File: src/rtl/mod_counter_ctrl.sv
// Sequencing controller around a modulo-N counter with loop count,
// hold and abort. Optional down counting: define DOWN_COUNT_EN.
module mod_counter_ctrl #(
  parameter int WIDTH   = 3,
  parameter int MODULUS = 5,
  parameter int LW      = 4
) (
  input  logic             CLK,
  input  logic             RST_N,
  input  logic             START,
  input  logic [LW-1:0]    LOOPS,
  input  logic             DIR,
  input  logic             HOLD,
  input  logic             ABORT,
  output logic [WIDTH-1:0] Q,
  output logic             CO,
  output logic             BUSY,
  output logic             DONE
);

  typedef enum logic [1:0] {
    IDLE = 2'd0,
    RUN  = 2'd1,
    FIN  = 2'd2
  } state_t;

  localparam logic [WIDTH-1:0] MAXQ = WIDTH'(MODULUS - 1);
  localparam logic [WIDTH:0]   MODW = (WIDTH + 1)'(MODULUS);

  state_t          state, state_n;
  logic [WIDTH-1:0] q_n;
  logic            co_n, busy_n, done_n;
  logic [LW-1:0]   rem, rem_n;
  logic            wrap;
  logic            down;

`ifdef DOWN_COUNT_EN
  logic dir_q, dir_n;
  assign down = dir_q;
`else
  logic unused_dir;
  assign unused_dir = DIR;
  assign down = 1'b0;
`endif

  // next-state, next-count and output decode
  always_comb begin
    state_n = state;
    q_n     = Q;
    co_n    = 1'b0;
    done_n  = 1'b0;
    rem_n   = rem;
    wrap    = 1'b0;
`ifdef DOWN_COUNT_EN
    dir_n   = dir_q;
`endif
    if (ABORT) begin
      state_n = IDLE;
      q_n     = '0;
    end else begin
      unique case (state)
        IDLE: begin
          q_n = '0;
          if (START) begin
            state_n = RUN;
            rem_n   = LOOPS;
`ifdef DOWN_COUNT_EN
            dir_n   = DIR;
`endif
          end
        end
        RUN: begin
          if (!HOLD) begin
            if ({1'b0, Q} >= MODW) begin
              q_n = '0;
            end else if (down) begin
              if (Q == '0) begin
                q_n  = MAXQ;
                wrap = 1'b1;
              end else begin
                q_n = Q - 1'b1;
              end
            end else begin
              if (Q == MAXQ) begin
                q_n  = '0;
                wrap = 1'b1;
              end else begin
                q_n = Q + 1'b1;
              end
            end
            if (wrap) begin
              co_n = 1'b1;
              if (rem != '0) begin
                rem_n = rem - 1'b1;
                if (rem == LW'(1)) begin
                  state_n = FIN;
                  done_n  = 1'b1;
                end
              end
            end
          end
        end
        FIN: begin
          state_n = IDLE;
          q_n     = '0;
        end
        default: begin
          state_n = IDLE;
          q_n     = '0;
        end
      endcase
    end
    busy_n = (state_n == RUN);
  end

  // state, count and registered outputs
  always_ff @(posedge CLK or negedge RST_N) begin
    if (!RST_N) begin
      state <= IDLE;
      Q     <= '0;
      CO    <= 1'b0;
      BUSY  <= 1'b0;
      DONE  <= 1'b0;
      rem   <= '0;
    end else begin
      state <= state_n;
      Q     <= q_n;
      CO    <= co_n;
      BUSY  <= busy_n;
      DONE  <= done_n;
      rem   <= rem_n;
    end
  end

`ifdef DOWN_COUNT_EN
  // latched count direction
  always_ff @(posedge CLK or negedge RST_N) begin
    if (!RST_N) dir_q <= 1'b0;
    else        dir_q <= dir_n;
  end
`endif

endmodule

File: config.mk
export PLATFORM = sky130hd
export DESIGN_NAME = mod_counter_ctrl
export DESIGN_NICKNAME = d
export VERILOG_FILES = /design/src/rtl/mod_counter_ctrl.sv
export SDC_FILE = /design/constraint.sdc
export NUM_CORES = 1
export LEC_CHECK = 0
export BUFFER_PORTS_ARGS = -buffer_cell sky130_fd_sc_hd__buf_2
export CORE_UTILIZATION = 54
export CTS_BUF_LIST = sky130_fd_sc_hd__clkbuf_16
export CTS_CLUSTER_DIAMETER = 120
export CTS_CLUSTER_SIZE = 8
export DETAILED_ROUTE_END_ITERATION = 10
export HOLD_SLACK_MARGIN = 0.1
export PLACE_DENSITY = 0.82
export SLEW_MARGIN = 20
export SYNTH_ARGS = -nofsm -noshare
export SYNTH_HDL_FRONTEND = slang
export SYNTH_SLANG_ARGS = --single-unit
File: constraint.sdc
create_clock -name CLK -period 3.8 [get_ports CLK]
set_clock_uncertainty 0.15 [all_clocks]
set_input_delay 0.19 -clock CLK [delete_from_list [all_inputs] [get_ports CLK]]
set_output_delay 0.19 -clock CLK [all_outputs]
set_load 0.02 [all_outputs]
; Word level (Yosys, flattened, before mapping)
; Cells that the tools add are included.
[totals]
in_bits = 10
out_inout_bits = 6
elab_cells = 55
register_bits = 12
[classes]
reduce_logical = 4
n_eq_ne = 9
bitwise = 1
order_cmp = 1
n_addsub = 2
mux = 32
[op_table]
columns = cell, n
row1 = $mux W4, 4
row2 = $mux W1, 15
row3 = $mux W3, 5
row4 = $mux W2, 6
row5 = $ne A2 B2 Y1 const B, 4
row6 = $pmux W4 S2, 1
row7 = $reduce_and A6 Y1, 1
row8 = $eq A2 B1 Y1 const B, 2
row9 = $eq A4 B1 Y1 const B, 1
row10 = $pmux W2 S2, 1
row11 = $reduce_bool A4 Y1, 1
row12 = $sub A4 B1 Y4 const B, 1
row13 = $add A3 B1 Y3 const B, 1
row14 = $eq A3 B3 Y1 const B, 1
row15 = $ge A3 B3 Y1 const B, 1
row16 = $ne A3 B3 Y1 const B, 1
row17 = $logic_not A2 Y1, 1
row18 = $reduce_bool A2 Y1, 1
row19 = $not A1 Y1, 1

; Depth between registers and ports, before layout
; Gate-level depths: netlist (run 1).
[depth]
depth_word = 11
mapped_depth = 6
depth_no_buf = 6

; Worst setup path after synthesis (run 1)
; OpenSTA, ideal clock, no wires.
[synth_timing]
path_type = flip-flop to flip-flop
startpoint = register Q[1]
endpoint = register rem[3]
path_buffers = 0
t_required_ns = 3.529
path_stages_with_launch = 7
period_less_slack_ns = 2.260
setup_slack_ns = 1.540
setup_time_ns = 0.121
arrival_ns = 1.988
cell_sequence = dfrtp_1 inv_1 ha_1 or3_4 or4_4 o22a_1 o22a_1
[synth_between]
elab_chain_len = 8
elab_cells_between_ends = 9
classes_between = 1 x order compare / 2 x eq/ne / 5 x mux / 1 x reduce/logical
[synth_lines]
columns = element, line
row1 = "start, declared", 15  ; output logic [WIDTH-1:0] Q,
row2 = "start signal, assigned", 127  ; Q <= q_n;
row3 = "parallel branches: the longest is 2 deep, another holds $ge A3 B3 Y1", -
row4 = $mux W1 *, 74  ; if ({1'b0, Q} >= MODW) begin
row5 = $mux W1 *, 73  ; if (!HOLD) begin
row6 = $mux W1 *, 61  ; unique case (state)
row7 = $mux W1 *, 57  ; if (ABORT) begin
row8 = $ne A2 B2 Y1 (no source line) *, -
row9 = $reduce_and A6 Y1 (no source line) *, -
row10 = "end signal, assigned", 131  ; rem <= rem_n;
row11 = "end, declared", 33  ; logic [LW-1:0] rem, rem_n;
; Every way passes the cells marked *. The select of a mux whose other input is x is not followed.
; A chain may end at the register's enable or synchronous reset.

; Worst setup path in the final report (run 1)
[layout_timing]
startpoint = register Q[0]
endpoint = register rem[2]
; The elaborated chain is that of the path after synthesis.

==> results.json, run 1 <==
{
  "report.power.total_uw": 396.8,
  "final_cells": 104,
  "die_h_microns": 38.06,
  "setup_viol": 0,
  "p_per_area_mw_per_mm2": 453.7,
  "worst_hold_slack_ns": 0.1113,
  "syn2layout_area_growth_pct": 24.60,
  "finalHoldViolCount": 0,
  "cts_resized": 0,
  "first_iter_violations": 17,
  "synth_nets": 88,
  "r2r_setup_slack_ns": 1.58,
  "final_area_sq_um": 874.6,
  "pwr-share-comb": 0.142,
  "vias_per_cell": 5.923,
  "syn_area_sq_um": 701.9,
  "grt_pass1_vias": 585,
  "worstSetupStartpointType": "flip-flop",
  "grt_usage": 0.2547,
  "setup.worst_path.start": "Q[0]",
  "period_minus_slack_ns": 2.216,
  "grt_overflow": 0,
  "grt_pass1_wl_microns": 2470,
  "status": "complete, no violations",
  "cts_htree_levels": 1,
  "cts_setup_buffers": 0,
  "period_share": 0.5831,
  "r2r_cells": 5,
  "clkPwrFrac": 0.476,
  "diodes": 0,
  "portBuffers": 14,
  "switchingPower_uw": 94.15,
  "p_int_uw": 302.6,
  "start_util": 0.6071,
  "place_area_sq_um": 785.8,
  "worst_slew_pin_slew_ns": 0.6648,
  "dieArea_sq_mm": 0.001448,
  "ys_seq_area_frac": 0.4278,
  "dp.cells": 99,
  "wl_per_cell_microns": 13.88,
  "ys_ff_latch": 12,
  "core_area_sq_mm": 0.001156,
  "dp_hpwl_microns": 1055,
  "rows": 12,
  "timing.slew.headroom": 0.5505,
  "ir_drop_uv": 479.1,
  "clock_latency_ns": 0.23,
  "drive_gt1_frac": 0.2333,
  "cp-end-kind": "flip-flop",
  "max_freq_ghz": 0.4513,
  "cellLeakagePower_nw": 0.4154,
  "endpoint": "rem[2]",
  "antenna_found_initial": 0,
  "numCtsBuffers": 3,
  "swShare": 0.2373,
  "ys_warn_count": 0,
  "vias": 616,
  "rsz0062_at_grt": "no",
  "path_clk_slew_ns": 0.04,
  "cp_max_fo": 8,
  "syn_inst": 72,
  "arrival_ns": 2.20,
  "clkSinkCount": 12,
  "finalNetCount": 107,
  "grt_start_max_net_pins": 13,
  "dr.pass1.iters": 7,
  "hp-class": "in2reg",
  "drc_errors": 0,
  "timing.rr.start": "Q[0]",
  "seqPwrFrac": 0.382,
  "yosysUniqueCellTypes": 31,
  "setup_tns_ns": 0,
  "report.final.slew_viol_count": 0,
  "gp_congestion": 0.7804,
  "avgSynthCellArea_sq_um": 9.749,
  "cap_viol_max_count": 0,
  "rr_endpoint": "rem[2]",
  "crit_required_ns": 3.78,
  "die_w_microns": 38.06,
  "wl_microns": 1444,
  "antenna_left": 0,
  "cts_tree": "yes",
  "cts_buffer_depth": 2,
  "cts_root_buffer": "clkbuf_16",
  "path_class": "reg2reg",
  "ioPinCount": 16
}
## logic make-up (layout without fill, tap and decap cells)
logic type      after synthesis  count (layout)  share of synthesized area
simple gates                 25              25                     0.2086
compound gates               22              22                     0.2193
flops                        12              12                     0.4278
buf+inv                       7              25                    0.03743
fa+ha+maj                     6               6                     0.1069
## cells in the mapped netlist, drive strengths merged
library cell   n  share of area
buf            1         0.0053
a211o          1          0.012
a211oi         3          0.032
a32oi          1          0.012
a311oi         1          0.012
nand3b         1          0.011
nand2b         1         0.0089
nor2b          2          0.018
nand2          3          0.016
dfrtp         12           0.43
nor2           8          0.043
a31oi          4          0.036
nor3           1         0.0071
or3b           1          0.012
ha             6           0.11
and2           2          0.018
nand4          1         0.0089
o311a          1          0.014
a21oi          4          0.029
or3            2          0.025
or4            2          0.029
o21ai          2          0.014
a2bb2oi        1          0.012
o22a           2          0.025
o21bai         1          0.011
inv            6          0.032
nor4b          1          0.012
o22ai          1         0.0089
## cell type report
type	instances	area, sq um
multi-input cells	53	375.4
flip-flops and latches	12	300.3
fillers	86	281.5
repair buffers	15	80.08
clock buffers	3	75.07
inverters	6	22.52
well taps	14	17.52
clock inverters	1	3.754
## layout by cell type (no fill, tap or decap), types with 2 or more instances in the layout
cell	n
clkbuf_16	3
nand2_1	3
o22a_1	2
buf_2	14
a21oi_1	4
dfrtp_1	12
a31oi_1	4
nor2b_1	2
nor2_1	8
a211oi_1	3
and2_1	2
ha_1	6
inv_1	6
## metrics by stage
step                      utilization  worst slack [ns]
after global placement         0.6797             1.618
after CTS                      0.7565             1.587
final                          0.7565             1.584
after global routing           0.7565             1.430
after detailed placement       0.6797             1.592
after floorplan                     -             1.540
## timing repair
item	in CTS	in global routing
hold buffers	1	0
endpoints found under the hold margin	12	0
endpoints found under the setup margin	0	0
## registers in the layout, summed over array words and instances (netlist names)
name   flops
CO         1
DONE       1
state      2
BUSY       1
rem        4
Q          3
## worst max-delay path, stage by stage (launching register included)
cell      delay [ns]
dfrtp_1         0.44
ha_1            0.23
or3_4           0.36
a211oi_1        0.50
a211oi_1        0.16
a311oi_1        0.27
## power groups by stage
stage	Clock, mW	Combinational, mW	Sequential (mW)
after detailed placement	0	0.0555	0.153
after global routing	0.198	0.0645	0.153
final	0.189	0.0564	0.152
after CTS	0.190	0.0567	0.151
after global placement	0	0.0530	0.152
after floorplan	0	0.0390	0.150
## layer usage
layer | part of all wire | global-route usage | vias up
li1 | - | - | 302
met1 | 0.40 | 0.2644 | 289
met2 | 0.54 | 0.4788 | 23
met3 | 0.041 | 0.03488 | 2
met4 | 0.013 | 0.1429 | 0
met5 | 0 | 0 | -
## how the worst min path moves through the flow
| stage | from | to | depth (start not counted) |
|---|---|---|---|
| 2_1_floorplan | RST_N | BUSY | 0 |
| 3_3_place_gp | RST_N | state[1] | 1 |
| 3_5_place_dp | RST_N | state[1] | 1 |
| 4_1_cts | HOLD | Q[0] | 3 |
| 5_1_grt | HOLD | Q[0] | 3 |
| 6_report | HOLD | Q[0] | 3 |
Power figures use the tool's default switching activity.
==> run 2: changes to the inputs <==
CORE_UTILIZATION = 46   (was 54)
PLACE_DENSITY = 0.74   (was 0.82)
clock period = 1.8 ns   (was 3.8 ns; I/O delays follow)
==> run 2 against run 1 <==
  * The flow now finishes with violations (setup timing)
  * Sequential share of layout area down 7.5 points
  * Largest cell class unchanged
  * Critical endpoint is now rem[3]
  * Critical path depth unchanged
  * Clock-buffer cell count unchanged
  * Maximum frequency up 11%
==> results.json, run 2 (same netlist as run 1, synthesis figures left out) <==
{
  "status": "finished with violations",
  "violations": "setup timing",
  "start_util": 0.5137,
  "diodes": 0,
  "cap_viol_max_count": 0,
  "report.final.slew_viol_count": 0,
  "finalHoldViolCount": 0,
  "core_area_sq_mm": 0.001366,
  "path_class": "reg2reg",
  "dp_hpwl_microns": 1290,
  "wl_met3_microns": 63,
  "vias_per_cell": 5.843,
  "final_common_cell": "buf_4",
  "worst_slew_pin_slew_ns": 0.5399,
  "place_area_sq_um": 904.6,
  "p_per_area_mw_per_mm2": 821.9,
  "final_cell_mix": "buf_4 (15), buf_2 (14), dfrtp_1 (10)",
  "setup_viol": 8,
  "cellLeakagePower_nw": 0.5358,
  "path_clk_slew_ns": 0.04,
  "cp_max_fo": 5,
  "pwr-share-comb": 0.228,
  "period_share": 1.109,
  "rows": 13,
  "grt_overflow": 0,
  "setup_tns_ns": -0.8075,
  "wl_per_cell_microns": 16.13,
  "timing.slew.headroom": 0.6377,
  "max_freq_ghz": 0.5011,
  "top_register": "rem",
  "dieArea_sq_mm": 0.001686,
  "cts_buffer_depth": 2,
  "largest_reg_flops": 4,
  "worstSetupStartpointType": "flip-flop",
  "antenna_found_initial": 0,
  "drive_gt1_frac": 0.4732,
  "top_layer": "met4",
  "clkSinkCount": 12,
  "place_ws_ns": -0.2064,
  "final_area_sq_mm": 0.001130,
  "period_minus_slack_ns": 1.996,
  "wl_met2_microns": 1068,
  "cts_tree": "yes",
  "min_from": "LOOPS[0]",
  "clkPwrFrac": 0.433,
  "clock_latency_ns": 0.24,
  "grt_start_max_net_pins": 13,
  "antenna_left": 0,
  "grt_pass1_vias": 726,
  "ioPinCount": 16,
  "p_int_uw": 690.2,
  "dr.pass1.iters": 4,
  "gp_congestion": 0.7253,
  "vias": 742,
  "swShare": 0.2567,
  "switchingPower_uw": 238.4,
  "ir_drop_uv": 592.4,
  "arrival_ns": 1.96,
  "grt_pass1_wl_microns": 3111,
  "top_regs": "rem: 4 flops, Q: 3 flops, state: 2 flops",
  "hp-class": "in2reg",
  "wl_met1_microns": 822,
  "wl_microns": 2048,
  "seqPwrFrac": 0.339,
  "numCtsBuffers": 3,
  "finalNetCount": 129,
  "die_w_microns": 41.07,
  "rsz0062_at_grt": "yes",
  "portBuffers": 14,
  "drc_errors": 0,
  "setup_ws_ns": -0.1958,
  "crit_required_ns": 1.77,
  "first_iter_violations": 19,
  "cts_htree_levels": 1,
  "grt_usage": 0.2928,
  "cts_root_buffer": "clkbuf_16",
  "syn2layout_area_growth_pct": 60.96,
  "setup.worst_path.start": "Q[0]",
  "worst_hold_slack_ns": 0.1107,
  "cp-end-kind": "flip-flop",
  "timing.rr.start": "Q[0]",
  "die_h_microns": 41.07
}
## run 2: layout make-up
cell class,instances,area [sq um]
multi-input combinational,53,440.4
clock buffer,3,75.07
timing repair buffer,37,266.5
clock inverter,1,3.754
inverter,6,22.52
fill,78,236.5
sequential,12,302.8
tap,15,18.77
## run 2: power by group through the flow
stage	Clock, mW	Combinational, mW	Sequential [mW]
floorplan	0	0.0825	0.317
global placement	0	0.167	0.314
detailed placement	0	0.173	0.316
CTS	0.408	0.201	0.313
global route	0.420	0.230	0.318
finish	0.402	0.212	0.315
## run 2: what timing repair did
action / 4_1_cts / 5_1_grt
endpoints found under the hold margin: 17 / 0
hold buffers: 5 / 0
gates resized for setup: 10 / 8
buffers inserted: 3 / 0
pin swaps: 6 / 5
setup endpoints to repair: 8 / 12
## run 2: per-layer routing
metal,track usage,vias to the layer above
met5,0,-
met4,0.2083,0
met3,0.07609,12
met2,0.5039,23
met1,0.3030,355
li1,-,352
## run 2: final timing paths
kind                       slack (ns)  cells past startpoint      to
hold / removal                   0.11                      4  rem[0]
min in group asynchronous        0.12                      2  rem[1]
setup reg to reg                -0.20                      5  rem[3]
setup / recovery                -0.20                      5  rem[3]
max in group asynchronous        1.14                      2    Q[0]
hold reg to reg                  0.50                      2  rem[1]
## run 2: worst max-delay path: stages (launching register included)
cell and delay, ns:
dfrtp_2 0.43, ha_4 0.17, or3_4 0.34, or4_4 0.43, o22a_1 0.18, o22a_1 0.19
## run 2: through the flow
stage / cells / utilization / power [mW]
3_3_place_gp: 115 / 0.6621 / 0.4819
4_1_cts: 127 / 0.8086 / 0.9222
6_report: 127 / 0.8269 / 0.9286
2_1_floorplan: 72 / - / 0.4000
3_5_place_dp: 115 / 0.6621 / 0.4887
5_1_grt: 127 / 0.8269 / 0.9685
==> run 3: changes to the inputs <==
ABC_AREA = 1   (was not set)
CORE_UTILIZATION = 47   (was 46)
PLACE_DENSITY = 0.75   (was 0.74)
==> run 3 against run 2 <==
  * Utilization decreased by 14 points
  * Critical path depth increased by 5
  * Die area increased by 7.3%
  * Largest cell class unchanged
  * Sequential power increased by 8.6%
  * The flow now finishes without violations
  * Total power increased by 4.1%
  * Wire length decreased by 23%
  * Register-to-register slack improved by 0.41 ns
  * Flip-flop and latch count unchanged
  * Clock-buffer cell count unchanged
  * Synthesized area increased by 10%
==> results.json, run 3 <==
{
  "worst-path-buf-inv": 2,
  "drive_gt1_frac": 0.2893,
  "report.final.slew_viol_count": 0,
  "async_flop_share": 1.000,
  "yosys.area.top_type": "dfrtp_1",
  "synth_edf_count": 0,
  "portBuffers": 14,
  "die_h_microns": 42.53,
  "finalHoldViolCount": 0,
  "core_area_sq_mm": 0.001524,
  "syn_inst": 94,
  "clkSinkCount": 12,
  "setup_viol": 0,
  "grt_pass1_vias": 656,
  "first_iter_violations": 17,
  "cap_viol_max_count": 0,
  "cp_top_family": "simple AND/OR/NAND/NOR gates",
  "dp_hpwl_microns": 1057,
  "wl_microns": 1567,
  "final_cell_mix": "nand2_1 (29), buf_2 (14), dfrtp_1 (11)",
  "cts_root_buffer": "clkbuf_16",
  "cp_max_fo": 5,
  "antenna_found_initial": 0,
  "diodes": 0,
  "dieArea_sq_mm": 0.001809,
  "vias": 678,
  "grt_overflow": 0,
  "synth_common_cells": "nand2_1 (29), dfrtp_1 (12), inv_1 (8)",
  "grt_start_max_net_pins": 13,
  "status": "complete, no violations",
  "setup_tns_ns": 0,
  "rows": 14,
  "ys_seq_area_frac": 0.3890,
  "wl_met2_microns": 762,
  "hp-class": "in2async",
  "period_minus_slack_ns": 1.584,
  "setup.worst_path.start": "Q[1]",
  "cp_common_cell": "nand2_1",
  "numCtsBuffers": 3,
  "yosysUniqueCellTypes": 22,
  "synthTopCellsByArea": "dfrtp_1 (39%), nand2_1 (14%), ha_1 (9.7%), nand3_2 (3.9%), inv_1 (3.9%)",
  "ir_drop_uv": 661.2,
  "r2r_cells": 10,
  "wl_met3_microns": 53,
  "largest_reg_flops": 4,
  "vias_per_cell": 4.949,
  "synth_nets": 110,
  "top_register": "rem",
  "grt_usage": 0.2099,
  "ys_warn_count": 0,
  "ys_ff_latch": 12,
  "worstSetupStartpointType": "flip-flop",
  "die_w_microns": 42.53,
  "path_class": "reg2reg",
  "synthFlopType": "dfrtp_1",
  "dr.pass1.iters": 4,
  "timing.rr.start": "Q[1]",
  "crit_required_ns": 1.82,
  "wl_per_cell_microns": 11.44,
  "cp_cell_sequence": "inv_1 -> ha_1 -> nand2_1 -> inv_2 -> nand3_4 -> nand2_2 -> nand2_2 -> nor2_4 -> nand2_1 -> nand2_1",
  "start_util": 0.5066,
  "final_common_cell": "nand2_1",
  "worst_slew_pin_slew_ns": 0.2870,
  "r2r_setup_slack_ns": 0.22,
  "period_share": 0.8799,
  "cellLeakagePower_nw": 0.5657,
  "timing.slew.headroom": 0.8072,
  "wl_met1_microns": 731,
  "dp.cells": 124,
  "top_layer": "met4",
  "cp-end-kind": "flip-flop",
  "syn2layout_area_growth_pct": 35.01,
  "rr_endpoint": "rem[0]",
  "arrival_ns": 1.61,
  "synth_top_area_frac": 0.3890,
  "top_regs": "rem: 4 flops, Q: 3 flops, state: 2 flops",
  "cts_htree_levels": 1,
  "avgSynthCellArea_sq_um": 8.213,
  "nFillCells": 126,
  "max_stage_delay_ns": 0.38,
  "grt_pass1_wl_microns": 2801,
  "drc_errors": 0,
  "path_clk_slew_ns": 0.04,
  "cts_buffer_depth": 2,
  "finalNetCount": 139,
  "antenna_left": 0,
  "crit_path_top_delay_cell": "dfrtp_1",
  "rsz0062_at_grt": "no",
  "max_freq_ghz": 0.6314,
  "gp_congestion": 0.8304,
  "ioPinCount": 16,
  "final_cells": 137,
  "yosysMostFrequentCell": "nand2_1",
  "cts_tree": "yes",
  "syn_area_sq_um": 772.0,
  "clock_latency_ns": 0.24,
  "worst_hold_slack_ns": 0.1157,
  "p_per_area_mw_per_mm2": 927.1
}
==> run 3: cell count changes after synthesis, moves of 3 or more <==
cell,delta
a21oi_1,-4
inv_2,+4
a211oi_1,-3
nand2_1,+26
a31oi_1,-4
nand3_2,+3
nand3_1,+5
==> run 3: stage by stage <==
| stage | total power [mW] | utilization | area [sq um] | setup slack [ns] |
|---|---|---|---|---|
| 2_1_floorplan | 0.5009 | - | 772.0 | 0.2120 |
| 3_3_place_gp | 0.5445 | 0.5657 | 862.1 | 0.2521 |
| 3_5_place_dp | 0.5574 | 0.5657 | 862.1 | 0.2112 |
| 4_1_cts | 0.9668 | 0.6741 | 1027 | 0.08041 |
| 5_1_grt | 1.026 | 0.6839 | 1042 | 0.09270 |
| 6_report | 0.9663 | 0.6839 | 1042 | 0.2161 |
==> run 3: worst max path at each step <==
stage	to	cells past startpoint
floorplan	rem[2]	8
global placement	state[0]	7
detailed placement	rem[3]	9
CTS	Q[0]	6
global route	rem[1]	10
finish	rem[0]	10
==> run 3: final cells by class <==
type,instances,area [sq um],share of cell area
multi-input combinational,70,435.4,0.4178
sequential,12,301.5,0.2893
timing repair buffer,24,165.2,0.1585
clock buffer,3,75.07,0.07203
inverter,12,45.04,0.04322
tap,16,20.02,0.01921
==> run 3: cells by family after synthesis <==
group,Yosys count,share of synthesized area
adders and majority gates,6,0.09724
xor gates and xnor gates,1,0.01135
buffers and inverters,12,0.05834
DFF,12,0.3890
and+or+nand+nor,56,0.3938
AOI/OAI and AO/OA,7,0.05025
==> run 3: metal layers <==
layer  global-route usage  vias up
met5                    0        -
met4              0.05625        0
met3              0.05172        4
met2               0.3415       14
met1               0.2782      306
li1                     -      354
==> run 3: repair_timing <==
action / in CTS / in global routing
hold buffers: 9 / 0
endpoints found under the hold margin: 22 / 0
setup buffers: 0 / 2
gates resized for setup: 0 / 2
endpoints found under the setup margin: 0 / 1
==> run 3: worst reg2reg max path: stages, from the launching register on <==
cell,delay [ns]
dfrtp_1,0.38
inv_1,0.18
ha_1,0.18
nand2_1,0.07
inv_2,0.07
nand3_4,0.09
nand2_2,0.10
nand2_2,0.07
nor2_4,0.12
nand2_1,0.06
nand2_1,0.06
==> run 3: where the power goes <==
part / internal (mW) / switching, mW / leakage, nW
logic: 0.0997 / 0.135 / 0.371
clock network: 0.288 / 0.102 / 0.0370
registers: 0.305 / 0.0372 / 0.157
total: 0.692 / 0.274 / 0.566
